===== src/rtl/baggage_pkg.sv =====
// Shared types and constants for the baggage drop timer and its drop/display stage.
package baggage_pkg;

  localparam int T_WIDTH = 16;
  localparam logic [T_WIDTH-1:0] T_SAT = 16'hFFFF;

  typedef enum logic [2:0] {
    IDLE,
    COUNT,
    DROP,
    HOLD,
    DONE,
    FAIL
  } state_e;

  // Seven-segment glyphs, segment order {g,f,e,d,c,b,a}, active-high.
  localparam logic [6:0] SEG_BLANK = 7'h00;
  localparam logic [6:0] SEG_DASH  = 7'h40;
  localparam logic [6:0] SEG_0     = 7'h3F;
  localparam logic [6:0] SEG_1     = 7'h06;
  localparam logic [6:0] SEG_A     = 7'h77;
  localparam logic [6:0] SEG_D     = 7'h5E;
  localparam logic [6:0] SEG_E     = 7'h79;
  localparam logic [6:0] SEG_F     = 7'h71;
  localparam logic [6:0] SEG_L     = 7'h38;
  localparam logic [6:0] SEG_N     = 7'h54;
  localparam logic [6:0] SEG_O     = 7'h5C;

endpackage


===== src/rtl/drop_tick_gen.sv =====
// Prescaler producing a one-cycle tick every TICK_DIV enabled cycles.
module drop_tick_gen #(
  parameter int TICK_DIV = 4
) (
  input  logic clk,
  input  logic rst_n,
  input  logic clr,
  input  logic en,
  output logic tick
);

  localparam int CW = (TICK_DIV > 1) ? $clog2(TICK_DIV) : 1;
  localparam logic [CW-1:0] LAST = CW'(TICK_DIV - 1);

  logic [CW-1:0] cnt;

  assign tick = en && (cnt == LAST);

  always_ff @(posedge clk or negedge rst_n) begin
    if (!rst_n) begin
      cnt <= '0;
    end else if (clr) begin
      cnt <= '0;
    end else if (en) begin
      cnt <= (cnt == LAST) ? '0 : cnt + 1'b1;
    end
  end

endmodule


===== src/rtl/baggage_drop_timer.sv =====
// Baggage cycle timer: measures elapsed ticks, latches the limit and runs the
// drop_en / drop_activated handshake with the drop/display stage.
module baggage_drop_timer
  import baggage_pkg::*;
#(
  parameter int TICK_DIV  = 4,
  parameter int DROP_HOLD = 3
) (
  input  logic               clk,
  input  logic               rst_n,
  input  logic               start,
  input  logic [T_WIDTH-1:0] t_lim_in,
  input  logic               drop_req,
  input  logic               drop_activated,
  output logic [T_WIDTH-1:0] t_act,
  output logic [T_WIDTH-1:0] t_lim,
  output logic               drop_en,
  output logic               busy,
  output logic               done,
  output logic               fail
);

  localparam int HW = $clog2(DROP_HOLD + 2);
  localparam logic [HW-1:0] HOLD_LAST = HW'(DROP_HOLD);

  state_e        state;
  logic [HW-1:0] hold_cnt;
  logic          tick;
  logic          tick_clr;
  logic          tick_en;

  function automatic logic [T_WIDTH-1:0] sat_inc(input logic [T_WIDTH-1:0] v);
    return (v == T_SAT) ? v : v + 1'b1;
  endfunction

  // drop_req wins over the tick in the same cycle, which freezes t_act.
  assign tick_clr = (state == IDLE) && start;
  assign tick_en  = (state == COUNT) && !drop_req;

  drop_tick_gen #(
    .TICK_DIV(TICK_DIV)
  ) u_tick (
    .clk  (clk),
    .rst_n(rst_n),
    .clr  (tick_clr),
    .en   (tick_en),
    .tick (tick)
  );

  always_ff @(posedge clk or negedge rst_n) begin
    if (!rst_n) begin
      state    <= IDLE;
      t_act    <= '0;
      t_lim    <= '0;
      hold_cnt <= '0;
      drop_en  <= 1'b0;
      busy     <= 1'b0;
      done     <= 1'b0;
      fail     <= 1'b0;
    end else begin
      case (state)
        IDLE: begin
          if (start) begin
            t_lim <= t_lim_in;
            t_act <= '0;
            busy  <= 1'b1;
            state <= COUNT;
          end
        end
        COUNT: begin
          if (drop_req) begin
            drop_en <= 1'b1;
            state   <= DROP;
          end else if (tick) begin
            t_act <= sat_inc(t_act);
          end
        end
        DROP: begin
          if (drop_activated) begin
            hold_cnt <= '0;
            state    <= HOLD;
          end else begin
            drop_en <= 1'b0;
            fail    <= 1'b1;
            state   <= FAIL;
          end
        end
        HOLD: begin
          if (hold_cnt == HOLD_LAST) begin
            drop_en <= 1'b0;
            done    <= 1'b1;
            state   <= DONE;
          end else begin
            hold_cnt <= hold_cnt + 1'b1;
          end
        end
        DONE: begin
          done  <= 1'b0;
          busy  <= 1'b0;
          state <= IDLE;
        end
        FAIL: begin
          fail  <= 1'b0;
          busy  <= 1'b0;
          state <= IDLE;
        end
        default: begin
          drop_en <= 1'b0;
          busy    <= 1'b0;
          done    <= 1'b0;
          fail    <= 1'b0;
          state   <= IDLE;
        end
      endcase
    end
  end

endmodule


===== config.mk =====
export PLATFORM = sky130hd
export DESIGN_NAME = baggage_drop_timer
export DESIGN_NICKNAME = d
export VERILOG_FILES = /design/src/rtl/baggage_pkg.sv /design/src/rtl/drop_tick_gen.sv /design/src/rtl/baggage_drop_timer.sv
export SDC_FILE = /design/constraint.sdc
export NUM_CORES = 1
export LEC_CHECK = 0
export CAP_MARGIN = 15
export CORE_UTILIZATION = 45
export DETAILED_ROUTE_END_ITERATION = 6
export PLACE_DENSITY = 0.81
export SLEW_MARGIN = 20
export SYNTH_ARGS = -nofsm -noshare
export SYNTH_HDL_FRONTEND = slang
export SYNTH_HIERARCHICAL = 1
export SYNTH_SLANG_ARGS = --single-unit

===== constraint.sdc =====
create_clock -name clk -period 5.6 [get_ports clk]
set_input_delay 1.68 -clock clk [delete_from_list [all_inputs] [get_ports clk]]
set_output_delay 1.68 -clock clk [all_outputs]
set_load 0.05 [all_outputs]

==> summary.txt <==
Worst setup path
  – WP data arrival: 1.66 ns
  – RR Endpoint: t_act[7]$_DFFE_PN0P_
  – Required @ worst endpoint: 3.92 ns
  – Combined buffer and inverter count along the critical path: 1
  – Delay-heaviest family, CP: buffers and inverters
  – Slowest CP cell: clkdlybuf4s50_1
  – CP Cell Sequence: clkdlybuf4s50_1
  – Kind of end point of the critical path: output port
  – RR Startpoint: state[0]$_DFFE_PN0P_
  – Flop2flop setup slack: 2.88 ns
  – CP max stage delay: 0.86 ns
  – R2R depth: 9
  – CP Launch Type: flip-flop
  – Kind of critical path: flip-flop to output port
  – CP Max Fanout: 9

Timing
  – Max frequency: 299.6 MHz
  – Final Cycle Share: 0.5960
  – Pins over their slew limit: 0
  – Post-route clock skew: 0.004886 ns
  – Fin crit period: 3.337 ns
  – Final hold violation count: 0
  – Max transition margin: 0.4122
  – Worst Max-Slew Pin Slew: 0.8817 ns
  – Setup ws final: 2.263 ns
  – Setup TNS: 0 ns
  – Final setup violation count: 0
  – RSZ-0062 raised after global routing: false

GRT
  – Congestion Overflow GR: 0
  – Antenna violations before repair: 0
  – Vias in the first global route: 1,744
  – Largest net degree at the start of global routing: 45
  – Met1 global-route usage: 0.2511
  – Grt met3 use: 0.06610
  – Met2 usage: 0.2987
  – First-pass GRT wire length: 7.728 mm
  – Busiest grt layer: met2
  – GRT Total Usage: 0.1913

Finish
  – Fill cell count: 379
  – Register area: 1101 sq um
  – Number of diodes: 0
  – Final nets: 279
  – Layout cell share with drive strength beyond 1: 0.1725
  – Multi-input logic area: 1006 sq um
  – Area growth from synthesis to layout: 30.43%

Hold path
  – Hold Crit Start: hold_cnt[1]$_DFFE_PN0P_
  – Worst hold path type: flip-flop to flip-flop
  – Worst hold stages: 2
  – WHS Endpoint: hold_cnt[1]$_DFFE_PN0P_

Drt
  – DRC Markers: 0
  – Antenna Nets Post-Route: 0
  – Via density: 5.612
  – Final wirelength: 4.433 mm
  – DRT iter0 DRCs: 126
  – Vias post-DR: 1,723
  – Drt pass-1 iters: 4
  – DR WL/cell: 14.44 microns

Logic synthesis
  – Post-synth net total: 225
  – Post-synth top area share: 0.5034
  – Top_reg_cell synth: dfrtp_1
  – Cell count after synthesis: 200
  – Flops & latches, synth: 44
  – YS warnings: 6
  – Ranking of synthesized cells by area: dfrtp_1 50%, mux2_2 8.2%, o21ai_2 3.6%
  – Avg Inst Size Synth: 10.94 sq um
  – Yosys cell types: 42
  – Register area share after synthesis: 0.5034
  – Post-synth EDFFs: 0
  – Post-synthesis async set-or-reset flop share: 1.000
  – Mapped Area: 2187 sq um
  – Yosys top cell by area: dfrtp_1

Clocking
  – Root Driver: clkbuf_8
  – Inserted Clock Buffers: 5
  – CTS clk-pin slew, worst paths: 0.09 ns
  – Post CTS Setup Buffer Count: 0
  – Clock sinks: 44
  – Worst skew pair latency: 0.29 ns
  – TritonCTS clock tree: yes
  – Max clock buf depth: 2
  – H-tree depth: 2
  – Cts hold-fix bufs: 0
  – Resize count post-CTS: 0

Power and ir drop
  – Pleak: 0.001154 uW
  – Sequential power share: 0.341
  – Clock share of power: 0.163
  – Max VDD drop: 0.3044 mV
  – Logic pwr share: 0.496
  – Power per cell area: 522.9 nW/um^2
  – Switching portion of total power: 0.4407
  – NetSw: 657.3 uW
  – Pint: 834.3 uW

Status
  – Status: finished clean

Floorplanning
  – Initial Util: 0.4856
  – Die Ht: 71.72 microns
  – Die X: 71.72 microns
  – IO Pins: 57
  – Core Region: 4504 sq um
  – Die ar.: 5143 sq um
  – FP Rows: 24

Place
  – # port buffers: 56
  – Pre-CTS setup slack: 1.990 ns
  – Post-DP HPWL: 3.003 mm
  – GPL Wtd Cong: 0.7216

Flow run
  – Max-cap violation count: 0
sequential cells by signal, indices dropped and copies added (netlist names):
name        count
busy            1
done            1
drop_en         1
fail            1
hold_cnt        3
state           3
t_act          16
t_lim          16
u_tick/cnt      2
routing by layer:
metal  wire length (microns)  up-vias  part of all wire
met3                     303        7             0.068
met2                    1977       60              0.45
met5                       0        -                 0
met1                    2083      822              0.47
met4                      69        0             0.016
li1                        -      834                 -
stage by stage:
| step | instances | util | area, sq um | total power [uW] | hold slack [ns] |
|---|---|---|---|---|---|
| finish | 307 | 0.6333 | 2853 | 1492 | 0.4922 |
| detailed placement | 299 | 0.6081 | 2739 | 1258 | 0.4747 |
| CTS | 307 | 0.6328 | 2850 | 1505 | 0.5013 |
| floorplan | 200 | - | 2187 | 1042 | 0.4498 |
| global route | 307 | 0.6333 | 2853 | 1581 | 0.5167 |
| global placement | 299 | 0.6081 | 2739 | 1242 | 0.4666 |
logic make-up after synthesis:
logic type | Yosys count | share of synthesized area
AOI/OAI and AO/OA | 57 | 0.1751
muxes | 17 | 0.08696
buffers and inverters | 12 | 0.03661
DFF | 44 | 0.5034
and+or+nand+nor | 66 | 0.1751
adders and majority gates | 4 | 0.02288
cells in the final DEF, fill, tap and decap left out, types with 2 or more instances in the layout:
master,netlist,layout
a21o_1,2,2
a21oi_1,6,6
a31oi_1,9,9
and2_1,6,6
and3_1,2,2
clkbuf_8,0,5
clkdlybuf4s50_1,0,55
dfrtp_1,44,44
ha_1,4,4
inv_1,3,3
mux2_2,16,16
nand2_1,17,17
nand2b_1,5,5
nand3_1,4,4
nand3b_1,4,4
nand4_1,6,6
nor2_1,8,8
nor2_2,2,2
nor3_1,2,2
nor3b_1,2,2
o21ai_0,11,11
o21ai_1,9,9
o21ai_2,9,9
o31ai_1,5,5
synth_stat cells, drive strengths merged (5+ instances only):
master  count
a21oi       8
a31oi       9
and2        6
buf         7
dfrtp      44
mux2       16
nand2      17
nand2b      5
nand4       6
nor2       10
o21ai      29
o31ai       5
final cells by class:
class,count,area share
sequential,44,0.3860
multi-input combinational,144,0.3526
timing repair buffer,56,0.1956
clock buffer,5,0.02412
tap,52,0.02281
clock inverter,3,0.01491
inverter,3,0.003947
worst max-delay path by stage:
stage / from / endpoint / depth (start not counted)
CTS: t_act[10]$_DFFE_PN0P_ / t_act[10] / 1
detailed placement: drop_req / t_act[7]$_DFFE_PN0P_ / 8
finish: t_act[10]$_DFFE_PN0P_ / t_act[10] / 1
floorplan: drop_req / t_act[10]$_DFFE_PN0P_ / 8
global placement: drop_req / t_act[3]$_DFFE_PN0P_ / 8
global route: drop_req / t_act[4]$_DFFE_PN0P_ / 8
power by group through the flow:
stage | logic [uW] | clock network (uW) | registers, uW
2_1_floorplan | 294 | 0 | 748
3_3_place_gp | 733 | 0 | 509
3_5_place_dp | 745 | 0 | 513
4_1_cts | 747 | 249 | 509
5_1_grt | 794 | 261 | 527
6_report | 740 | 243 | 509
Note: power is estimated with default switching activity, not from simulation.
